**src/rtl/switch_debounce_if.sv**
```systemverilog
// Switch bus between the raw slide-switch source and the debouncer.
// The master side drives enable and raw levels; the slave side returns clean levels and edge pulses.
interface switch_debounce_if #(
    parameter int NUM_SWITCHES = 2
);
    logic                    i_enable;
    logic [NUM_SWITCHES-1:0] i_switch;
    logic [NUM_SWITCHES-1:0] o_switch;
    logic [NUM_SWITCHES-1:0] o_rise;
    logic [NUM_SWITCHES-1:0] o_fall;

    modport master (
        output i_enable,
        output i_switch,
        input  o_switch,
        input  o_rise,
        input  o_fall
    );

    modport slave (
        input  i_enable,
        input  i_switch,
        output o_switch,
        output o_rise,
        output o_fall
    );
endinterface

```
**src/rtl/switch_debounce.sv**
```systemverilog
// Per-channel synchroniser + stability counter + STABLE/COUNTING FSM; SWITCH_DEBOUNCE_EDGE_EN adds o_rise/o_fall pulses.
// Latency: a held level reaches o_switch on edge SYNC_STAGES+DEBOUNCE_CYCLES; pulses coincide with the new level.
// No backpressure: i_enable low freezes outputs and clears qualification, synchronisers keep running.
module switch_debounce #(
    parameter int NUM_SWITCHES    = 2,
    parameter int DEBOUNCE_CYCLES = 250000,
    parameter int SYNC_STAGES     = 2
) (
    input  logic               i_clock,
    input  logic               i_reset_n,
    switch_debounce_if.slave   sw_bus
);
    localparam int            CW      = $clog2(DEBOUNCE_CYCLES);
    localparam logic [CW-1:0] CNT_MAX = CW'(DEBOUNCE_CYCLES - 1);
    localparam logic [CW-1:0] CNT_ONE = CW'(1);

    typedef enum logic {
        STABLE   = 1'b0,
        COUNTING = 1'b1
    } state_t;

    logic [SYNC_STAGES-1:0]  sync_q  [NUM_SWITCHES];
    logic [NUM_SWITCHES-1:0] sync;
    state_t                  state_q [NUM_SWITCHES];
    state_t                  state_d [NUM_SWITCHES];
    logic [CW-1:0]           cnt_q   [NUM_SWITCHES];
    logic [CW-1:0]           cnt_d   [NUM_SWITCHES];
    logic [NUM_SWITCHES-1:0] level_q;
    logic [NUM_SWITCHES-1:0] level_d;

    always_ff @(posedge i_clock or negedge i_reset_n) begin
        if (!i_reset_n) begin
            for (int n = 0; n < NUM_SWITCHES; n++) begin
                sync_q[n] <= '0;
            end
        end else begin
            for (int n = 0; n < NUM_SWITCHES; n++) begin
                sync_q[n] <= {sync_q[n][SYNC_STAGES-2:0], sw_bus.i_switch[n]};
            end
        end
    end

    always_comb begin
        sync = '0;
        for (int n = 0; n < NUM_SWITCHES; n++) begin
            sync[n] = sync_q[n][SYNC_STAGES-1];
        end
    end

    always_ff @(posedge i_clock or negedge i_reset_n) begin
        if (!i_reset_n) begin
            level_q <= '0;
            for (int n = 0; n < NUM_SWITCHES; n++) begin
                state_q[n] <= STABLE;
                cnt_q[n]   <= '0;
            end
        end else begin
            level_q <= level_d;
            for (int n = 0; n < NUM_SWITCHES; n++) begin
                state_q[n] <= state_d[n];
                cnt_q[n]   <= cnt_d[n];
            end
        end
    end

    always_comb begin
        level_d = level_q;
        for (int n = 0; n < NUM_SWITCHES; n++) begin
            state_d[n] = state_q[n];
            cnt_d[n]   = cnt_q[n];
            if (!sw_bus.i_enable) begin
                state_d[n] = STABLE;
                cnt_d[n]   = '0;
            end else begin
                case (state_q[n])
                    STABLE: begin
                        cnt_d[n] = '0;
                        if (sync[n] != level_q[n]) begin
                            state_d[n] = COUNTING;
                            cnt_d[n]   = CNT_ONE;
                        end
                    end
                    COUNTING: begin
                        // Any bounce back to the current level restarts the full qualification.
                        if (sync[n] == level_q[n]) begin
                            state_d[n] = STABLE;
                            cnt_d[n]   = '0;
                        end else if (cnt_q[n] == CNT_MAX) begin
                            level_d[n] = ~level_q[n];
                            state_d[n] = STABLE;
                            cnt_d[n]   = '0;
                        end else begin
                            cnt_d[n] = cnt_q[n] + CNT_ONE;
                        end
                    end
                    default: begin
                        state_d[n] = STABLE;
                        cnt_d[n]   = '0;
                    end
                endcase
            end
        end
    end

    assign sw_bus.o_switch = level_q;

`ifdef SWITCH_DEBOUNCE_EDGE_EN
    logic [NUM_SWITCHES-1:0] rise_q;
    logic [NUM_SWITCHES-1:0] fall_q;

    // Registered alongside level_q so each pulse lines up with the first cycle of the new level.
    always_ff @(posedge i_clock or negedge i_reset_n) begin
        if (!i_reset_n) begin
            rise_q <= '0;
            fall_q <= '0;
        end else begin
            rise_q <= level_d & ~level_q;
            fall_q <= ~level_d & level_q;
        end
    end

    assign sw_bus.o_rise = rise_q;
    assign sw_bus.o_fall = fall_q;
`else
    assign sw_bus.o_rise = '0;
    assign sw_bus.o_fall = '0;
`endif

endmodule

```
**src/flat_wrapper.sv**
```systemverilog
// flat-port wrapper written by rule: the top's interface ports become plain ports
module switch_debounce_flat 
#(
    parameter int NUM_SWITCHES    = 2,
    parameter int DEBOUNCE_CYCLES = 250000,
    parameter int SYNC_STAGES     = 2
)
  (i_clock, i_reset_n, sw_bus_i_enable, sw_bus_i_switch, sw_bus_o_switch, sw_bus_o_rise, sw_bus_o_fall);
  switch_debounce_if #(.NUM_SWITCHES(NUM_SWITCHES)) sw_bus_i ();
  input  logic i_clock;
  input  logic i_reset_n;
  input wire logic [$bits(sw_bus_i.i_enable)-1:0] sw_bus_i_enable;
  input wire logic [$bits(sw_bus_i.i_switch)-1:0] sw_bus_i_switch;
  output wire logic [$bits(sw_bus_i.o_switch)-1:0] sw_bus_o_switch;
  output wire logic [$bits(sw_bus_i.o_rise)-1:0] sw_bus_o_rise;
  output wire logic [$bits(sw_bus_i.o_fall)-1:0] sw_bus_o_fall;
  assign sw_bus_i.i_enable = sw_bus_i_enable;
  assign sw_bus_i.i_switch = sw_bus_i_switch;
  assign sw_bus_o_switch = sw_bus_i.o_switch;
  assign sw_bus_o_rise = sw_bus_i.o_rise;
  assign sw_bus_o_fall = sw_bus_i.o_fall;
  switch_debounce #(.NUM_SWITCHES(NUM_SWITCHES), .DEBOUNCE_CYCLES(DEBOUNCE_CYCLES), .SYNC_STAGES(SYNC_STAGES)) u_core (.i_clock(i_clock), .i_reset_n(i_reset_n), .sw_bus(sw_bus_i));
endmodule
```
**config.mk**
```make
export PLATFORM = sky130hd
export DESIGN_NAME = switch_debounce_flat
export DESIGN_NICKNAME = d
export VERILOG_FILES = /design/src/rtl/switch_debounce_if.sv /design/src/rtl/switch_debounce.sv /design/src/flat_wrapper.sv
export SDC_FILE = /design/constraint.sdc
export NUM_CORES = 1
export LEC_CHECK = 0
export ABC_AREA = 1
export CAP_MARGIN = 5
export CORE_MARGIN = 5
export CORE_UTILIZATION = 24
export DETAILED_ROUTE_END_ITERATION = 10
export DONT_BUFFER_PORTS = 1
export GPL_ROUTABILITY_DRIVEN = 1
export GPL_TIMING_DRIVEN = 0
export RECOVER_POWER = 25
export SLEW_MARGIN = 20
export SYNTH_ARGS = -nofsm -noshare
export SYNTH_HDL_FRONTEND = slang
export SYNTH_SLANG_ARGS = --single-unit
```
**constraint.sdc**
```tcl
create_clock -name i_clock -period 3 [get_ports i_clock]
set_input_delay 0.9 -clock i_clock [delete_from_list [all_inputs] [get_ports i_clock]]
set_output_delay 0.9 -clock i_clock [all_outputs]
set_load 0.02 [all_outputs]
```
Word level (Yosys, flattened, before mapping)
Index checks and enable logic that the tools add are counted.
- bits in registers: 44
- input bits: 5
- output and inout bits: 6
- word-level logic and storage cells: 44
- $add $sub $neg: 2
- equality and inequality tests: 6
- muxes and demuxes: 20
- bitwise logic cells: 6
- reduce and logical (&&, ||, !) cells: 2
- operators with widths (cell ; number):
    $mux 18 ; 6
    $pmux 18 s2 ; 2
    $add 18x1->18 const B ; 2
    $eq 18x18->1 const B ; 2
    $mux 1 ; 10
    $reduce_and 4->1 ; 2
    $not 1->1 ; 6
    $pmux 1 s2 ; 2
    $eq 1x1->1 ; 2
    $ne 1x1->1 ; 2

Depth between registers and ports, before layout
Gate-level depths: netlist of run 1.
- word-level depth: 5
- mapped depth: 9
- depth with buffers taken out: 9

Worst setup path before layout of run 1
No wires, ideal clock.
- path kind: input -> register
- from: in sw_bus_i_enable
- to: reg u_core.cnt_q[25] (netlist bit)
- library setup time: 121 ps
- arrival time: 1292 ps
- data required time: 2879 ps
- slack: 1587 ps
- cell stages on the path: 5
- path buffers: 1
- path through: nand2_1 -> inv_1 -> nand2_4 -> buf_12 -> nor2_2
- RTL lines (element ; line ; RTL):
    from (decl) ; flat_wrapper.sv:12 ; input wire logic [$bits(sw_bus_i.i_enable)-1:0] sw_bus_i_enable;
    to (signal, indexed assignment) ; switch_debounce.sv:61 ; cnt_q[n] <= cnt_d[n];
    to (decl) ; switch_debounce.sv:26 ; logic [CW-1:0] cnt_q [NUM_SWITCHES];

Worst setup path in the final report of run 1
- from: reg u_core.level_q[0] (netlist: u_core.sw_bus.o_switch[0])
- to: out sw_bus_o_switch[0]
- RTL lines (element ; line ; RTL):
    from (decl) ; switch_debounce.sv:28 ; logic [NUM_SWITCHES-1:0] level_q;
    from (signal assigned) ; switch_debounce.sv:58 ; level_q <= level_d;
    to (decl) ; flat_wrapper.sv:14 ; output wire logic [$bits(sw_bus_i.o_switch)-1:0] sw_bus_o_switch;
No word-level cell between the ends.

==> flow_metrics.env, run 1 <==
export IMPL_synth_area_leaders="dfrtp_1 (46%), nand2_1 (7.6%), nor2_2 (5.7%), nor2_1 (5.6%), xor2_1 (4.7%)"
export IMPL_synth_top_family_by_area="simple AND/OR/NAND/NOR gates"
export IMPL_end_kind="output port"
export IMPL_clk_pin_slew_ns=0.09
export IMPL_post_cts_setup_buffer_count=0
export IMPL_total_power_w=0.00110
export IMPL_syn_to_final_growth_pct=12.0
export IMPL_top_layer_used="met4"
export IMPL_dr_pass1_iters=4
export IMPL_worstSetupStartpointType="register"
export IMPL_synth_top_area_share_pct=45.6
export IMPL_synthAdderAreaFrac_pct=1.04
export IMPL_pwr_share_comb_pct=2.9
export IMPL_avgRoutedWirePerCell_um=9.99
export IMPL_clkPwrFrac_pct=42.0
export IMPL_grt_max_degree=45
export IMPL_fin_crit_sh_pct=57.2
export IMPL_ctsResizeCount=0
export IMPL_ctsHoldBuffers=0
export IMPL_synth_distinct_cells=28
export IMPL_required_ns=2.10
export IMPL_intPower_w=0.000858
export IMPL_cts_buffers=5
export IMPL_grtUsageTotal_pct=7.68
export IMPL_hold_violations=0
export IMPL_wl_mm=4.22
export IMPL_dr_first_iter_drc_count=33
export IMPL_yosys_area_share_simple_pct=34.6
export IMPL_drc=0
export IMPL_clock_skew_ns=0.00595
export IMPL_path_max_fanout=3
export IMPL_io_pins=11
export IMPL_power_frac_seq_pct=55.1
export IMPL_clockBufferDepth=2
export IMPL_synthTopCellsByCount="nand2_1 (49), dfrtp_1 (44), nor2_1 (36), inv_1 (30), nor2_2 (22)"
export IMPL_die_w_um=110
export IMPL_start_util_pct=24.7
export IMPL_p_sw_w=0.000239
export IMPL_overflow=0
export IMPL_ir_worst_vdd_v=0.000193
export IMPL_yosysTopAreaCell="dfrtp_1"
export IMPL_fin_area_sq_um=2710
export IMPL_async_flop_share_pct=100
export IMPL_max_freq_mhz=583
export IMPL_antenna_found_initial=0
export IMPL_maxSlewViolCount=0
export IMPL_rows=36
export IMPL_root_buffer="clkbuf_8"
export IMPL_antenna_cells=0
export IMPL_num_vias=1693
export IMPL_arrival_ns=0.81
export IMPL_tns_ns=0
export IMPL_met3_length_um=156
export IMPL_drive_above_1_share_pct=21.1
export IMPL_wl_met1_mm=2.05
export IMPL_numPortBuffers=0
export IMPL_p_leak_nw=1.09
export IMPL_synth_flop_cell="dfrtp_1"
export IMPL_nFillCells=1054
export IMPL_postPlaceCellArea_sq_um=2590
export IMPL_core_area_sq_um=9770
export IMPL_met2_length_mm=1.95
export IMPL_switching_share_pct=21.8
export IMPL_rsz0062_at_grt="false"
export IMPL_synth_seq_cells=44
export IMPL_cts_sinks=44
export IMPL_synth_mux_area_fraction_pct=0
export IMPL_synth_xor_area_share_pct=8.34
export IMPL_die_h_um=110
export IMPL_hpwlAfterDp_mm=3.08
export IMPL_worstSetupPathType="reg -> out"
export IMPL_status="finished clean"
export IMPL_p_per_area_nw_per_um2=406
export IMPL_gp_congestion=0.794
export IMPL_synthesis_area_sq_um=2420
export IMPL_avgViaCountPerCell=4.01
export IMPL_post_route_min_period_ns=1.71
export IMPL_insertion_delay_ns=0.30
export IMPL_hold_class="in -> async"
export IMPL_die_area_sq_um=12200
export IMPL_synth_edf_count=0
export IMPL_yosysMostFrequentCell="nand2_1"
export IMPL_grt_pass1_wl_mm=7.49
export IMPL_maxCapViolations=0
export IMPL_ant_nets=0
export IMPL_cts_htree_levels=2
export IMPL_grt_pass1_vias=1721
export IMPL_synth_compound_area_share_pct=2.74
export IMPL_yosys_warnings=0
export IMPL_layout_nets=295
export IMPL_yosysSeqAreaShare_pct=45.6
export IMPL_setup_viol=0
export IMPL_syn_avg_cell_area_sq_um=8.69
export IMPL_synthCells=278
export IMPL_cts_tree="built"
==> state kept, by name, summed over array words and instances, names as in the netlist <==
name / cells
u_core.sync: 2
u_core.cnt_q: 36
u_core.state_q: 2
u_core.sync_q: 2
u_core.sw_bus.o_switch: 2
==> path summary, 6_finish.rpt <==
path                                       to                 startpoint  cells after the start  slack, ns
min                          u_core.cnt_q[18]                  i_reset_n                      0       0.29
min reg2reg                    u_core.sync[1]           u_core.sync_q[0]                      0       0.35
max reg2reg                  u_core.cnt_q[26]           u_core.cnt_q[18]                      9       1.43
max in group asynchronous    u_core.cnt_q[12]                  i_reset_n                      0       2.60
max                        sw_bus_o_switch[0]  u_core.sw_bus.o_switch[0]                      0       1.29
min in group i_clock           u_core.sync[1]           u_core.sync_q[0]                      0       0.35
==> power groups by stage <==
stage                     Clock (W)  Combinational [W]  Sequential [W]
after floorplan                   0          0.0000289        0.000615
after global placement            0          0.0000320        0.000616
after detailed placement          0          0.0000326        0.000616
after CTS                  0.000474          0.0000327        0.000604
after global routing       0.000498          0.0000368        0.000605
final                      0.000461          0.0000322        0.000604
==> per-layer routing <==
metal  vias up  GRT usage (%)
met1       787           9.61
met2        22           12.9
li1        875              -
met5         -              0
met4         0           2.11
met3         9           2.21
==> kinds of logic (layout without fill, tap and decap cells) <==
kind of cell | count (synthesis) | after routing
adders and majority gates | 2 | 2
DFF | 44 | 44
buffers and inverters | 37 | 45
and+or+nand+nor | 160 | 160
other | 1 | 4
xor gates and xnor gates | 23 | 23
AOI/OAI and AO/OA | 11 | 11
==> metrics by stage <==
stage / worst slack (ns) / util (%) / instances / hold WS, ns
floorplan: 1.59 / - / 281 / 0.331
global placement: 1.44 / 26.5 / 414 / 0.344
detailed placement: 1.43 / 26.5 / 414 / 0.335
CTS: 1.26 / 27.7 / 422 / 0.279
global route: 1.24 / 27.7 / 422 / 0.267
finish: 1.29 / 27.7 / 422 / 0.293
==> worst register-to-register path: cells and delay by family, from the launching register on <==
kind | cells | cell delay (ns)
buffers and inverters | 2 | 0.24
and+or+nand+nor | 5 | 0.50
DFF | 1 | 0.40
AOI/OAI and AO/OA | 1 | 0.11
adders and majority gates | 1 | 0.22
==> final cells by class <==
type / instances / area (sq um) / area share [%]
Sequential cell: 44 / 1100 / 40.7
Clock inverter: 3 / 42.5 / 1.57
Buffer: 6 / 65.1 / 2.41
Inverter: 31 / 116 / 4.30
Clock buffer: 5 / 68.8 / 2.54
Tap cell: 133 / 166 / 6.15
Multi-Input combinational cell: 200 / 1140 / 42.3
==> placed cells by master (no fill, tap or decap), types with 3 or more instances in the layout <==
| cell | n |
|---|---|
| buf_4 | 4 |
| o21ai_0 | 4 |
| xnor2_1 | 10 |
| nand3_1 | 17 |
| nor3_1 | 3 |
| nand4_1 | 9 |
| conb_1 | 4 |
| nor2_4 | 9 |
| nor2_1 | 36 |
| nand2_2 | 10 |
| nand2_1 | 49 |
| xor2_1 | 13 |
| dfrtp_1 | 44 |
| clkbuf_8 | 5 |
| inv_1 | 30 |
| nor2_2 | 22 |
No activity file was read; power rests on OpenSTA's default activity.
==> run 2, diff against run 1 <==
==> constraint.sdc (replaced) <==
create_clock -name i_clock -period 1.5 [get_ports i_clock]
set_input_delay 0.45 -clock i_clock [delete_from_list [all_inputs] [get_ports i_clock]]
set_output_delay 0.45 -clock i_clock [all_outputs]
set_load 0.02 [all_outputs]
==> run 2 against run 1 <==
Against the previous run:
- the flow now finishes with violations (hold timing)
- wire length rose by 5.1%
- highest routed layer unchanged
- cell area is 7.4% higher
- sequential share of layout area is 2.8 points lower
- die area stayed put
==> flow_metrics.env, run 2 (same netlist as run 1, synthesis figures left out) <==
export IMPL_die_w_um=110
export IMPL_core_area_sq_um=9770
export IMPL_root_buffer="clkbuf_8"
export IMPL_largest_register="u_core.cnt_q"
export IMPL_grt_pass1_wl_mm=7.55
export IMPL_grt_pass1_vias=1741
export IMPL_violations="hold timing"
export IMPL_largest_reg_flops=36
export IMPL_num_vias=1743
export IMPL_ant_nets=0
export IMPL_die_area_sq_um=12200
export IMPL_cts_tree="built"
export IMPL_wl_mm=4.43
export IMPL_regArea_sq_um=1100
export IMPL_antenna_found_initial=0
export IMPL_hold_violations=44
export IMPL_grtUsageTotal_pct=7.74
export IMPL_setup_viol=0
export IMPL_max_stage_delay_ns=0.40
export IMPL_ff2ff_setup_slack_ns=0.07
export IMPL_maxSlewViolCount=0
export IMPL_required_ns=1.69
export IMPL_dpl_worst_slack_ns=-0.0734
export IMPL_post_route_min_period_ns=1.43
export IMPL_insertion_delay_ns=0.30
export IMPL_clock_skew_ns=0.00446
export IMPL_antenna_cells=0
export IMPL_dr_first_iter_drc_count=37
export IMPL_clockBufferDepth=2
export IMPL_postPlaceCellArea_sq_um=2590
export IMPL_syn_to_final_growth_pct=20.3
export IMPL_max_freq_mhz=700
export IMPL_end_kind="register"
export IMPL_final_cell_mix="nand2_1 (48), dfrtp_1 (43), nor2_1 (31)"
export IMPL_final_util_pct=29.7
export IMPL_p_per_area_nw_per_um2=761
export IMPL_hold_class="in -> async"
export IMPL_ir_worst_vdd_v=0.000389
export IMPL_fin_crit_sh_pct=95.2
export IMPL_cts_sinks=44
export IMPL_mostFrequentLayoutCell="nand2_1"
export IMPL_cts_htree_levels=2
export IMPL_grt_max_degree=45
export IMPL_layout_nets=309
export IMPL_clk_pin_slew_ns=0.09
export IMPL_total_power_w=0.00221
export IMPL_p_leak_nw=1.18
export IMPL_crit_buf_inv=3
export IMPL_dr_pass1_iters=4
export IMPL_crit_top_cell="buf_4"
export IMPL_gp_congestion=0.794
export IMPL_nFillCells=1019
export IMPL_cts_buffers=5
export IMPL_critPathTopFamily="flip-flops"
export IMPL_io_pins=11
export IMPL_overflow=0
export IMPL_avgRoutedWirePerCell_um=10.2
export IMPL_worstSetupPathType="reg -> reg"
export IMPL_worstSetupStartpointType="register"
export IMPL_path_max_fanout=3
export IMPL_numPortBuffers=0
export IMPL_cp_cell_sequence="buf_4 -> nand3_2 -> nor2_4 -> buf_4 -> buf_4 -> xor2_1 -> nor2_4"
export IMPL_fin_hold_ws_ns=-0.155
export IMPL_maxCapViolations=0
export IMPL_setup_ws_ns=0.0723
export IMPL_slowest_stage="dfrtp_1"
export IMPL_hpwlAfterDp_mm=3.08
export IMPL_final_cell_count_no_fill=436
export IMPL_multi_input_area_sq_um=1200
export IMPL_start_util_pct=24.7
export IMPL_status="finished with violations"
export IMPL_die_h_um=110
export IMPL_drc=0
export IMPL_placed_cells=414
export IMPL_arrival_ns=1.62
export IMPL_avgViaCountPerCell=4.00
export IMPL_rows=36
export IMPL_fin_area_sq_um=2910
export IMPL_drive_above_1_share_pct=28.4
## run 2: cell types whose count changed in the layout (fill, tap and decap cells not counted), moves of 2 or more
cell	change
buf_12	+2
buf_4	+12
ha_1	-2
nor2_1	-5
nor2_2	+2
nor2_4	+3
## run 2: worst paths after layout
check                                   startpoint          endpoint  cells past startpoint
worst max-delay path              u_core.cnt_q[18]  u_core.cnt_q[23]                      7
max in group asynchronous                i_reset_n  u_core.cnt_q[12]                      0
worst min-delay path                     i_reset_n   u_core.cnt_q[3]                      0
worst max register to register    u_core.cnt_q[18]  u_core.cnt_q[23]                      7
min in group i_clock            sw_bus_i_switch[0]  u_core.sync_q[2]                      0
worst min register to register    u_core.sync_q[0]    u_core.sync[1]                      0
## run 2: cell type report
type                       instances  share of cell area [%]
multi-input combinational        200                    41.5
sequential                        44                    37.9
tap                              133                    5.73
timing repair buffer              14                    4.65
inverter                          31                    4.00
buffer                             6                    2.41
clock buffer                       5                    2.37
clock inverter                     3                    1.46
## run 2: worst register-to-register path, delay by kind of cell (launching register included)
family                    cells  cell delay (ns)
xor gates and xnor gates      1             0.22
DFF                           1             0.40
buffers and inverters         3             0.36
and+or+nand+nor               3             0.34
## run 2: timing repair
item / 4_1_cts / 5_1_grt
resized for setup: 4 / 14
endpoints found under the setup margin: 21 / 28
gates cloned: 0 / 1
buffers inserted: 4 / 9
pin swaps: 3 / 6
hold endpoints to repair: 44 / 44
## run 2: report_power, final
| part | internal [W] | total, W | switching [W] |
|---|---|---|---|
| clock network | 0.000493 | 0.000916 | 0.000423 |
| registers | 0.00120 | 0.00121 | 0.00000988 |
| logic | 0.0000415 | 0.0000875 | 0.0000461 |
## run 2: per-stage QoR
stage / TNS [ns] / hold WS, ns
global route: -0.0305 / -0.182
global placement: -0.664 / 0.159
floorplan: 0 / 0.154
finish: 0 / -0.155
CTS: 0 / -0.171
detailed placement: -0.984 / 0.159
## run 2: metal layers
metal	part of all wire [%]	wire length [um]	vias up	GRT usage, %
met1	48	2140	814	9.53
met5	0	0	-	0
met3	3.2	142	6	2.21
met2	47	2100	18	13.2
li1	-	-	905	-
met4	1.1	48	0	2.11
==> run 3, diff against run 2 <==
--- a/config.mk
+++ b/config.mk
@@ -13,6 +13,7 @@
 export DONT_BUFFER_PORTS = 1
 export GPL_ROUTABILITY_DRIVEN = 1
 export GPL_TIMING_DRIVEN = 0
+export PLACE_DENSITY_LB_ADDON = 0.05
 export RECOVER_POWER = 25
 export SLEW_MARGIN = 20
 export SYNTH_ARGS = -nofsm -noshare
==> constraint.sdc (replaced) <==
create_clock -name i_clock -period 1.6 [get_ports i_clock]
set_input_delay 0.48 -clock i_clock [delete_from_list [all_inputs] [get_ports i_clock]]
set_output_delay 0.48 -clock i_clock [all_outputs]
set_load 0.02 [all_outputs]
==> run 3 against run 2 <==
Against the previous run:
- die area did not move
- the run now ends clean
- wire length increased by 14%
- critical endpoint is now u_core.cnt_q[14]
- sequential power decreased by 7%
- critical path type unchanged
- clock power about the same
- clock skew up 0.0069 ns
- flip-flop and latch count unchanged
- setup slack improved by 0.0038 ns
- critical path depth grew 2
- highest routed layer unchanged
==> flow_metrics.env, run 3 (same netlist as run 1, synthesis figures left out) <==
export IMPL_maxSlewViolCount=0
export IMPL_final_util_pct=28.6
export IMPL_worst_pin_slew_ns=1.17
export IMPL_clkPwrFrac_pct=42.6
export IMPL_mostFrequentLayoutCell="nand2_1"
export IMPL_drc=0
export IMPL_drive_above_1_share_pct=24.5
export IMPL_largest_reg_flops=36
export IMPL_regArea_sq_um=1100
export IMPL_setup_viol=0
export IMPL_hold_violations=0
export IMPL_p_per_area_nw_per_um2=767
export IMPL_die_w_um=110
export IMPL_avgRoutedWirePerCell_um=11.8
export IMPL_pwr_share_comb_pct=4.7
export IMPL_arrival_ns=1.76
export IMPL_power_frac_seq_pct=52.7
export IMPL_final_cell_mix="nand2_1 (48), dfrtp_1 (44), nor2_1 (34)"
export IMPL_switching_share_pct=24.1
export IMPL_layout_nets=304
export IMPL_end_kind="register"
export IMPL_fin_area_sq_um=2800
export IMPL_cts_sinks=44
export IMPL_insertion_delay_ns=0.30
export IMPL_maxCapViolations=0
export IMPL_rsz0062_at_grt="true"
export IMPL_largest_register="u_core.cnt_q"
export IMPL_cts_tree="built"
export IMPL_hold_class="in -> reg"
export IMPL_required_ns=1.83
export IMPL_dr_pass1_iters=4
export IMPL_gp_congestion=0.724
export IMPL_hpwlAfterDp_mm=3.47
export IMPL_io_pins=11
export IMPL_cts_buffers=5
export IMPL_tns_ns=0
export IMPL_antenna_found_initial=0
export IMPL_ant_nets=0
export IMPL_grt_pass1_vias=1725
export IMPL_numPortBuffers=0
export IMPL_ir_worst_vdd_v=0.000290
export IMPL_status="finished clean"
export IMPL_grtUsageTotal_pct=9.27
export IMPL_nFillCells=1050
export IMPL_clock_skew_ns=0.0113
export IMPL_avgViaCountPerCell=3.97
export IMPL_p_sw_w=0.000517
export IMPL_postPlaceCellArea_sq_um=2590
export IMPL_grt_max_degree=45
export IMPL_cts_htree_levels=2
export IMPL_total_power_w=0.00215
export IMPL_wl_mm=5.07
export IMPL_fin_crit_sh_pct=95.2
export IMPL_dr_first_iter_drc_count=52
export IMPL_grt_pass1_wl_mm=8.65
export IMPL_worstSetupStartpointType="register"
export IMPL_multi_input_area_sq_um=1160
export IMPL_core_area_sq_um=9770
export IMPL_path_max_fanout=7
export IMPL_clk_pin_slew_ns=0.10
export IMPL_die_area_sq_um=12200
export IMPL_p_leak_nw=1.14
export IMPL_clockBufferDepth=2
export IMPL_die_h_um=110
export IMPL_rows=36
export IMPL_root_buffer="clkbuf_8"
export IMPL_timing_slew_headroom_pct=21.9
export IMPL_syn_to_final_growth_pct=15.8
export IMPL_intPower_w=0.00163
export IMPL_max_freq_mhz=656
export IMPL_worstSetupPathType="reg -> reg"
export IMPL_antenna_cells=0
export IMPL_num_vias=1713
export IMPL_start_util_pct=24.7
export IMPL_overflow=0
export IMPL_post_route_min_period_ns=1.52
export IMPL_fin_hold_ws_ns=0.193
run 3: changes by cell type in the layout (fill, tap and decap cells not counted), sizes merged:
cell	previous run	this run
buf	19	14
clkinv	1	0
inv	31	32
run 3: power by group through the flow:
stage	clock network (W)	logic, W	registers [W]
after CTS	0.000953	0.0000991	0.00113
after floorplan	0	0.0000541	0.00115
after global placement	0	0.0000626	0.00116
after detailed placement	0	0.0000623	0.00116
final	0.000915	0.000101	0.00113
after global routing	0.000994	0.000118	0.00113
run 3: stage by stage:
| stage | instances | setup WS [ns] |
|---|---|---|
| 6_report | 431 | 0.0761 |
| 5_1_grt | 431 | -0.0861 |
| 4_1_cts | 424 | 0.00545 |
| 3_5_place_dp | 414 | -0.0187 |
| 3_3_place_gp | 414 | -0.0330 |
| 2_1_floorplan | 281 | 0.191 |
run 3: path summary, 6_finish.rpt:
| path | endpoint | slack (ns) | from | cells after the start |
|---|---|---|---|---|
| worst max-delay path | u_core.cnt_q[14] | 0.08 | u_core.cnt_q[0] | 9 |
| worst min-delay path | u_core.sync_q[2] | 0.19 | sw_bus_i_switch[0] | 0 |
| worst max register to register | u_core.cnt_q[14] | 0.08 | u_core.cnt_q[0] | 9 |
| worst min register to register | u_core.sync[1] | 0.36 | u_core.sync_q[0] | 0 |
| max in group asynchronous | u_core.cnt_q[32] | 0.50 | i_reset_n | 1 |
| min in group asynchronous | u_core.cnt_q[27] | 0.40 | i_reset_n | 1 |
run 3: area by class of cell:
type                       instances  area share [%]
buffer                             6            2.50
clock inverter                     3            1.65
clock buffer                       5            2.46
multi-input combinational        200            41.6
timing repair buffer               9            2.32
tap                              133            5.95
sequential                        44            39.3
inverter                          31            4.16
run 3: repair_timing:
action / CTS / global route
hold buffers: 1 / 0
resized for setup: 2 / 4
setup endpoints to repair: 20 / 22
pin swaps: 1 / 3
setup buffers: 1 / 7
hold endpoints to repair: 44 / 0
run 3: critical path, stage by stage (launching register included):
cell and delay (ns):
dfrtp_1 0.41, ha_1 0.23, nand2_1 0.07, inv_1 0.05, nand2_2 0.07, nor2_2 0.05
nand2_2 0.11, nand4_4 0.18, buf_4 0.19, nor2_1 0.09
run 3: layer usage:
| layer | share of wire (%) | GRT usage, % | vias up |
|---|---|---|---|
| met5 | 0 | 0 | - |
| met1 | 53 | 13.6 | 796 |
| met2 | 44 | 13.7 | 16 |
| met3 | 2.7 | 2.04 | 4 |
| met4 | 0.87 | 2.37 | 0 |
| li1 | - | - | 897 |
